$ cat src/rtl/dff_data_input.sv
// Serial receiver for the DFF error-count stream: rebuilds NUM_WORDS x WORD_BITS frames sent LSB first.
// Optional build macro FRAME_DELTA_EN adds the words_changed flag against the previous committed frame.
module dff_data_input #(
    parameter int WORD_BITS = 12,
    parameter int NUM_WORDS = 10
) (
    input  logic                           data_clk,
    input  logic                           reset,
    input  logic                           data_in,
    input  logic                           frame_start,
    output logic [NUM_WORDS*WORD_BITS-1:0] rx_words,
    output logic                           frame_valid,
    output logic [15:0]                    frame_count,
    output logic                           sync_abort
`ifdef FRAME_DELTA_EN
    ,
    output logic                           words_changed
`endif
);

    localparam int FRAME_BITS = WORD_BITS * NUM_WORDS;
    localparam int BC_W       = (WORD_BITS > 1) ? $clog2(WORD_BITS) : 1;
    localparam int WC_W       = (NUM_WORDS > 1) ? $clog2(NUM_WORDS) : 1;

    localparam logic [BC_W-1:0] BIT_ZERO  = BC_W'(0);
    localparam logic [BC_W-1:0] BIT_ONE   = BC_W'(1);
    localparam logic [BC_W-1:0] BIT_LAST  = BC_W'(WORD_BITS - 1);
    localparam logic [WC_W-1:0] WORD_ZERO = WC_W'(0);
    localparam logic [WC_W-1:0] WORD_ONE  = WC_W'(1);
    localparam logic [WC_W-1:0] WORD_LAST = WC_W'(NUM_WORDS - 1);

    typedef enum logic [0:0] {
        ST_IDLE = 1'b0,
        ST_RECV = 1'b1
    } state_t;

    state_t               state_r;
    state_t               state_next_s;
    logic [BC_W-1:0]      bit_cnt_r;
    logic [BC_W-1:0]      bit_next_s;
    logic [BC_W-1:0]      wr_idx_s;
    logic [WC_W-1:0]      word_cnt_r;
    logic [WC_W-1:0]      word_next_s;
    logic [WORD_BITS-1:0] cur_word_r;
    logic [WORD_BITS-1:0] last_word_s;
    logic [WORD_BITS-1:0] stage_r [NUM_WORDS];
    logic [FRAME_BITS-1:0] frame_s;
    logic [FRAME_BITS-1:0] rx_words_r;
    logic [15:0]          frame_count_r;
    logic                 frame_valid_r;
    logic                 sync_abort_r;
    logic                 take_s;
    logic                 restart_s;
    logic                 word_done_s;
    logic                 frame_done_s;
    logic                 abort_s;

    // State and position counters
    always_ff @(posedge data_clk or posedge reset) begin
        if (reset) begin
            state_r    <= ST_IDLE;
            bit_cnt_r  <= BIT_ZERO;
            word_cnt_r <= WORD_ZERO;
        end else begin
            state_r    <= state_next_s;
            bit_cnt_r  <= bit_next_s;
            word_cnt_r <= word_next_s;
        end
    end

    // Next-state decode: completion wins over resync so a frame_start on the last bit still commits
    always_comb begin
        state_next_s = state_r;
        bit_next_s   = bit_cnt_r;
        word_next_s  = word_cnt_r;
        take_s       = 1'b0;
        restart_s    = 1'b0;
        word_done_s  = 1'b0;
        frame_done_s = 1'b0;
        abort_s      = 1'b0;
        case (state_r)
            ST_IDLE: begin
                if (frame_start) begin
                    state_next_s = ST_RECV;
                    take_s       = 1'b1;
                    restart_s    = 1'b1;
                    bit_next_s   = BIT_ONE;
                    word_next_s  = WORD_ZERO;
                end else begin
                    state_next_s = ST_IDLE;
                end
            end
            ST_RECV: begin
                take_s = 1'b1;
                if ((bit_cnt_r == BIT_LAST) && (word_cnt_r == WORD_LAST)) begin
                    frame_done_s = 1'b1;
                    word_next_s  = WORD_ZERO;
                    if (frame_start) begin
                        restart_s  = 1'b1;
                        bit_next_s = BIT_ONE;
                    end else begin
                        bit_next_s = BIT_ZERO;
                    end
                end else if (frame_start && ((bit_cnt_r != BIT_ZERO) || (word_cnt_r != WORD_ZERO))) begin
                    abort_s     = 1'b1;
                    restart_s   = 1'b1;
                    bit_next_s  = BIT_ONE;
                    word_next_s = WORD_ZERO;
                end else if (bit_cnt_r == BIT_LAST) begin
                    word_done_s = 1'b1;
                    bit_next_s  = BIT_ZERO;
                    word_next_s = word_cnt_r + WORD_ONE;
                end else begin
                    bit_next_s = bit_cnt_r + BIT_ONE;
                end
            end
            default: begin
                state_next_s = ST_IDLE;
                bit_next_s   = BIT_ZERO;
                word_next_s  = WORD_ZERO;
            end
        endcase
    end

    // A restart stores the current bit as bit 0 regardless of where the counter was
    always_comb begin
        if (restart_s) begin
            wr_idx_s = BIT_ZERO;
        end else begin
            wr_idx_s = bit_cnt_r;
        end
    end

    // Word being closed this cycle, including the bit on the wire
    always_comb begin
        last_word_s           = cur_word_r;
        last_word_s[BIT_LAST] = data_in;
    end

    // Full frame image: staged words plus the word closing this cycle in the top slot
    always_comb begin
        frame_s = {FRAME_BITS{1'b0}};
        for (int i = 0; i < NUM_WORDS - 1; i++) begin
            frame_s[i*WORD_BITS +: WORD_BITS] = stage_r[i];
        end
        frame_s[(NUM_WORDS-1)*WORD_BITS +: WORD_BITS] = last_word_s;
    end

    // Bit capture, word staging and frame commit
    always_ff @(posedge data_clk or posedge reset) begin
        if (reset) begin
            cur_word_r    <= {WORD_BITS{1'b0}};
            for (int i = 0; i < NUM_WORDS; i++) begin
                stage_r[i] <= {WORD_BITS{1'b0}};
            end
            rx_words_r    <= {FRAME_BITS{1'b0}};
            frame_count_r <= 16'd0;
            frame_valid_r <= 1'b0;
            sync_abort_r  <= 1'b0;
        end else begin
            if (take_s) begin
                cur_word_r[wr_idx_s] <= data_in;
            end
            if (word_done_s) begin
                stage_r[word_cnt_r] <= last_word_s;
            end
            if (frame_done_s) begin
                rx_words_r    <= frame_s;
                frame_count_r <= frame_count_r + 16'd1;
            end
            frame_valid_r <= frame_done_s;
            sync_abort_r  <= abort_s;
        end
    end

    assign rx_words    = rx_words_r;
    assign frame_valid = frame_valid_r;
    assign frame_count = frame_count_r;
    assign sync_abort  = sync_abort_r;

`ifdef FRAME_DELTA_EN
    logic words_changed_r;

    function automatic logic frame_differs(input logic [FRAME_BITS-1:0] a,
                                           input logic [FRAME_BITS-1:0] b);
        logic diff;
        diff = 1'b0;
        for (int i = 0; i < NUM_WORDS; i++) begin
            diff = diff | (a[i*WORD_BITS +: WORD_BITS] != b[i*WORD_BITS +: WORD_BITS]);
        end
        return diff;
    endfunction

    // rx_words_r still holds the previous committed frame when the new one completes
    always_ff @(posedge data_clk or posedge reset) begin
        if (reset) begin
            words_changed_r <= 1'b0;
        end else if (frame_done_s) begin
            words_changed_r <= frame_differs(frame_s, rx_words_r);
        end
    end

    assign words_changed = words_changed_r;
`endif

endmodule

$ cat config.mk
export PLATFORM = sky130hd
export DESIGN_NAME = dff_data_input
export DESIGN_NICKNAME = d
export VERILOG_FILES = /design/src/rtl/dff_data_input.sv
export SDC_FILE = /design/constraint.sdc
export NUM_CORES = 1
export LEC_CHECK = 0
export CAP_MARGIN = 40
export CORE_ASPECT_RATIO = 2
export CORE_MARGIN = 10
export CORE_UTILIZATION = 40
export CTS_BUF_LIST = sky130_fd_sc_hd__clkbuf_4
export DETAILED_ROUTE_END_ITERATION = 10
export PLACE_DENSITY = 0.71
export SETUP_SLACK_MARGIN = 0.5
export SYNTH_ARGS = -nofsm -noshare
export SYNTH_HDL_FRONTEND = slang
export SYNTH_SLANG_ARGS = --single-unit
$ cat constraint.sdc
create_clock -name data_clk -period 7.9 [get_ports data_clk]
set_input_delay 0.79 -clock data_clk [delete_from_list [all_inputs] [get_ports data_clk]]
set_output_delay 0.79 -clock data_clk [all_outputs]
set_load 0.01 [all_outputs]
==> flow_summary.ini, run 1 <==
[sta]
fmax_mhz = 387
tns_ps = 0
slew_headroom = 0.410
slew_viol_final = 0
holdWs_ps = 474
setup_viol = 0
rsz0062_at_grt = false
finalCriticalPeriod_ps = 2580
worst_pin_slew_ps = 885
finClkSkew_ps = 41.8
hold_viol = 0
fin_ws_ps = 5320
min_period_over_period = 0.327

[power]
power.total_mw = 2.81
internal_power_mw = 2.01
p_clk_frac = 0.369
pwr-share-comb = 0.062
switching_share = 0.285
ir_drop_uv = 107
p_switching_uw = 798
p_per_area_nw_per_um2 = 217
seqPwrFrac = 0.569
p_leak_nw = 6.27

[global_routing]
grtUsageMet3 = 0.0379
grt_max_degree = 156
gr-usage-met2 = 0.287
grt_pass1_wl_um = 39200
grt_overflow = 0
antenna_found_initial = 1
busiest_layer = met2
grtUsageTotal = 0.152
grt_use_met1 = 0.154
grt_pass1_vias = 6681

[drt]
drt-initial-drc-count = 181
vias = 6080
viasPerCell = 4.90
antenna_left = 0
firstDrtPassIters = 4
drc = 0
routed_wl_um = 24900
wl_per_cell_um = 20.1

[worst_setup_path]
end_kind = flip-flop
critPathTopFamily = simple AND/OR/NAND/NOR gates
crit_chain = ha_1, nand2_1, or4_4, nor2_1, buf_4, mux2_2
arrival_ps = 3140
ff2ff_path_depth = 6
worstSetupPathType = flip-flop to flip-flop
cp_slowest_cell = or4_4
r2r-start = bit_cnt_r[0]
crit_buf_inv = 1
critPathLaunchType = flip-flop
r2r-end = frame_s[75]
cp_max_fo = 7
r2r_slack_ps = 5320
slowest_delay_ps = 520
worst_ep_required_time_ps = 8460

[cells_and_area]
final_common_cell = dfrtp_1
postLayoutCellArea_sq_um = 12900
syn_to_final_growth_pct = 23.9
instances_no_fill = 1240
layout_common_cells = dfrtp_1, mux2_2, clkdlybuf4s50_1
final_core_util = 0.503
final_layout_size_suffix_gt1_frac = 0.390
finish.net_count = 866

[logic_synthesis]
synth_area_sq_um = 10400
syn_area_per_cell_sq_um = 15.3
yosysSeqAreaShare = 0.639
ys_warn_count = 0
syn_nets = 690
synth_seq_cells = 266
syn_inst = 679
ys_types = 35

[clocking]
cts-resized-gates = 0
holdBufCountCts = 0
h-tree-depth = 2
cts_setup_buffers = 0
cts-buffers-inserted = 60
clk_path_buf_depth = 3
clock_latency_ps = 710
cts-root-buf = clkbuf_4
cts.sinks = 266
cts_tree = done
path_clk_slew_ps = 70

[place]
place_inst = 1133
dpl_cell_area_sq_um = 12200
portBuffers = 141
gp_congestion = 0.816
hpwlAfterDp_um = 16400
dp_slack_ps = 4770

[status]
status = finished clean

[worst_hold_path]
whs_path_depth = 1
whs_endpoint = frame_count[15]
hold_path.class = flip-flop to flip-flop
min_from = frame_count[15]

[floorplan]
die_height_um = 248
die_w_um = 134
die-area_sq_um = 33300
num_rows = 83
core_sq_um = 25700
start_util = 0.406
ios = 142

[job]
max_cap_viol_count = 0
sequential cells by signal, indices dropped and copies added, names as in the netlist:
| register | count |
|---|---|
| frame_valid | 1 |
| state_r | 1 |
| frame_count | 16 |
| cur_word_r | 11 |
| rx_words | 120 |
| frame_s | 108 |
| sync_abort | 1 |
| bit_cnt_r | 4 |
| word_cnt_r | 4 |
power groups by stage:
| stage | clock (mW) | combinational, mW | sequential [mW] |
|---|---|---|---|
| after global placement | 0 | 0.172 | 1.63 |
| after detailed placement | 0 | 0.177 | 1.63 |
| after floorplan | 0 | 0.191 | 1.46 |
| final | 1.03 | 0.174 | 1.60 |
| after CTS | 1.08 | 0.178 | 1.61 |
| after global routing | 1.15 | 0.197 | 1.61 |
worst register-to-register path: stages, from the launching register on:
cell and delay [ps]:
dfrtp_1 460, ha_1 310, nand2_1 130, or4_4 520, nor2_1 420, buf_4 260
mux2_2 340
cell families after synthesis:
kind of cell	after synthesis	share of synthesized area
flip-flops	266	0.639
adder cells (fa/ha/maj)	7	0.00841
buffers and inverters	48	0.0237
XOR/XNOR	18	0.0151
AND/OR/NAND/NOR	86	0.0429
AO/OA/AOI/OAI	14	0.00769
multiplexers	240	0.263
routing by layer:
layer  share of wire  up-vias
met5               0        -
met4           0.029        0
met3           0.045       46
met2            0.57      129
met1            0.36     3149
li1                -     2756
Yosys cell counts, drive strengths merged:
| cell type | instances | share of area |
|---|---|---|
| dfrtp | 266 | 0.64 |
| mux2 | 240 | 0.26 |
| nand2 | 24 | 0.0087 |
| buf | 23 | 0.015 |
| nor2 | 20 | 0.0074 |
| clkbuf | 16 | 0.0058 |
| xnor2 | 14 | 0.012 |
| nand3 | 12 | 0.0058 |
| inv | 9 | 0.0032 |
| ha | 7 | 0.0084 |
| o21ai | 7 | 0.0034 |
| nand4 | 5 | 0.0030 |
| nor3 | 5 | 0.0024 |
| or2 | 4 | 0.0031 |
| xor2 | 4 | 0.0034 |
| a21oi | 3 | 0.0014 |
| and4 | 2 | 0.0017 |
| nand2b | 2 | 0.0012 |
| nand4bb | 2 | 0.0022 |
| nor3b | 2 | 0.0014 |
| nor4 | 2 | 0.0012 |
| or4 | 2 | 0.0022 |
| and2 | 1 | 0.00060 |
| and3 | 1 | 0.00060 |
| nand3b | 1 | 0.00072 |
| o211ai | 1 | 0.00072 |
| o22ai | 1 | 0.00060 |
| o31ai | 1 | 0.00072 |
| o41ai | 1 | 0.00084 |
| or2b | 1 | 0.00072 |
how the worst max path moves through the flow:
stage                         startpoint             end  slack, ps  cells past startpoint
after detailed placement     frame_start     frame_s[72]       4770                      5
final                       bit_cnt_r[0]     frame_s[75]       5320                      6
after global placement       frame_start     frame_s[83]       4660                      4
after global routing        bit_cnt_r[0]     frame_s[75]       5120                      6
after CTS                 frame_count[4]  frame_count[4]       5300                      1
after floorplan                    reset    bit_cnt_r[0]       3600                      1
area by class of cell:
class                      count  area (sq um)
antenna                        1          2.50
tap                          340           425
fill                        2302         12700
timing repair buffer         153          1530
clock buffer                  89           668
multi-input combinational    365          3520
clock inverter                17          66.3
inverter                       9          37.5
sequential                   266          6660
Note: power is estimated with default switching activity, not from simulation.
==> run 2: changes to the inputs <==
Settings changed: PLACE_DENSITY 0.71 to 0.68.
Clock period 7.9 ns to 2.4 ns, I/O delays scaled along.
==> run 2 against run 1 <==
Clock power grew to 3.5 times the previous value. Sequential cell count stayed put. Critical endpoint is now frame_s[70]. Worst setup slack worse by 4900 ps. Highest routed layer unchanged.
==> flow_summary.ini, run 2 (same netlist as run 1, synthesis figures left out) <==
[clocking]
cts-root-buf = clkbuf_4
cts-buffers-inserted = 59
h-tree-depth = 2
cts.sinks = 266
clock_latency_ps = 740
path_clk_slew_ps = 70
clk_path_buf_depth = 3
cts_tree = done

[drt]
antenna_left = 0
viasPerCell = 4.93
wl_per_cell_um = 20.6
drc = 0
firstDrtPassIters = 4
vias = 6408
routed_wl_um = 26900
drt-initial-drc-count = 252

[sta]
worst_pin_slew_ps = 772
setup_viol = 0
slew_headroom = 0.485
tns_ps = 0
fin_ws_ps = 400
min_period_over_period = 0.833
rsz0062_at_grt = true
holdWs_ps = 313
finClkSkew_ps = 39.1
slew_viol_final = 0
finalCriticalPeriod_ps = 2000
fmax_mhz = 500
hold_viol = 0

[cells_and_area]
syn_to_final_growth_pct = 35.9
finish.net_count = 923
layout_common_cells = dfrtp_1, mux2_2, dlygate4sd2_1
final_common_cell = dfrtp_1
final_layout_size_suffix_gt1_frac = 0.446
largest_register_ffs = 120

[status]
status = finished clean

[global_routing]
grt_overflow = 0
grt_pass1_wl_um = 40200
grtUsageTotal = 0.156
grt_max_degree = 106
grt_pass1_vias = 7049
antenna_found_initial = 1

[worst_setup_path]
arrival_ps = 2610
critPathTopFamily = simple AND/OR/NAND/NOR gates
slowest_delay_ps = 570
worst_ep_required_time_ps = 3010
cp.depth = 5
end_kind = flip-flop
ff2ff_path_depth = 5
crit_chain = or2b_1, or4_4, nor2_4, buf_12, mux2_2
critPathLaunchType = flip-flop
cp_slowest_cell = or4_4
crit_buf_inv = 1
cp_max_fo = 12
worstSetupPathType = flip-flop to flip-flop

[floorplan]
num_rows = 83
die-area_sq_um = 33300
start_util = 0.406
ios = 142
die_height_um = 248
die_w_um = 134
core_sq_um = 25700

[place]
hpwlAfterDp_um = 16600
dp_slack_ps = 273
gp_congestion = 0.870
portBuffers = 141

[power]
ir_drop_uv = 362
p_leak_nw = 7.63
p_per_area_nw_per_um2 = 682
power.total_mw = 9.64

[job]
max_cap_viol_count = 0

[worst_hold_path]
hold_path.class = input pin to asynchronous set/reset pin
run 2: cell count changes in the layout (fill, tap and decap cells not counted), sizes merged, moves of 2 or more:
cell / before / now
clkdlybuf4s50: 141 / 5
dlygate4sd2: 0 / 122
buf: 12 / 60
dlymetal6s2s: 0 / 14
clkinv: 17 / 21
bufinv: 0 / 2
clkbuf: 89 / 91
or2: 4 / 6
run 2: cell type report:
cell class	instances	area [sq um]
Fill cell	2172	11500
Sequential cell	266	6660
Multi-Input combinational cell	367	4000
Timing Repair Buffer	209	2240
Clock buffer	85	638
Tap cell	340	425
Clock inverter	24	144
Inverter	9	37.5
Antenna cell	1	2.50
run 2: tightest hold or removal path: cells and delay by family:
family / cells / cell delay, ps
buffers and inverters: 3 / 1130
run 2: repair_timing:
action,4_1_cts,5_1_grt
setup endpoints to repair,350,248
gates resized for setup,143,99
setup buffers,20,7
cloned,5,7
hold buffers,1,0
endpoints found under the hold margin,29,0
pin swaps,6,4
run 2: final timing paths:
kind,from,endpoint,slack [ps]
worst max-delay path,word_cnt_r[2],frame_s[70],400
worst min-delay path,reset,rx_words[41],310
min in group data_clk,frame_start,bit_cnt_r[3],350
worst max register to register,word_cnt_r[2],frame_s[70],400
worst min register to register,frame_count[15],frame_count[15],460
max in group asynchronous,reset,bit_cnt_r[3],1130
run 2: where the power goes:
part | leakage, nW | internal, mW | switching (mW) | total [mW]
logic | 3.50 | 0.414 | 0.382 | 0.796
clock network | 0.459 | 1.85 | 1.76 | 3.61
registers | 3.67 | 4.65 | 0.595 | 5.24
total | 7.63 | 6.91 | 2.74 | 9.64
run 2: stage by stage:
step / utilization / std cells / cell area, sq um
2_1_floorplan: - / 679 / 10600
3_3_place_gp: 0.490 / 1151 / 12600
3_5_place_dp: 0.490 / 1151 / 12600
4_1_cts: 0.530 / 1286 / 13600
5_1_grt: 0.552 / 1301 / 14100
6_report: 0.552 / 1301 / 14100
run 2: routing by layer:
metal,share of wire,vias up,global-route usage
met5,0,-,0
met1,0.38,3323,0.165
met3,0.036,45,0.0331
met4,0.028,0,0.0672
met2,0.55,151,0.290
li1,-,2889,-
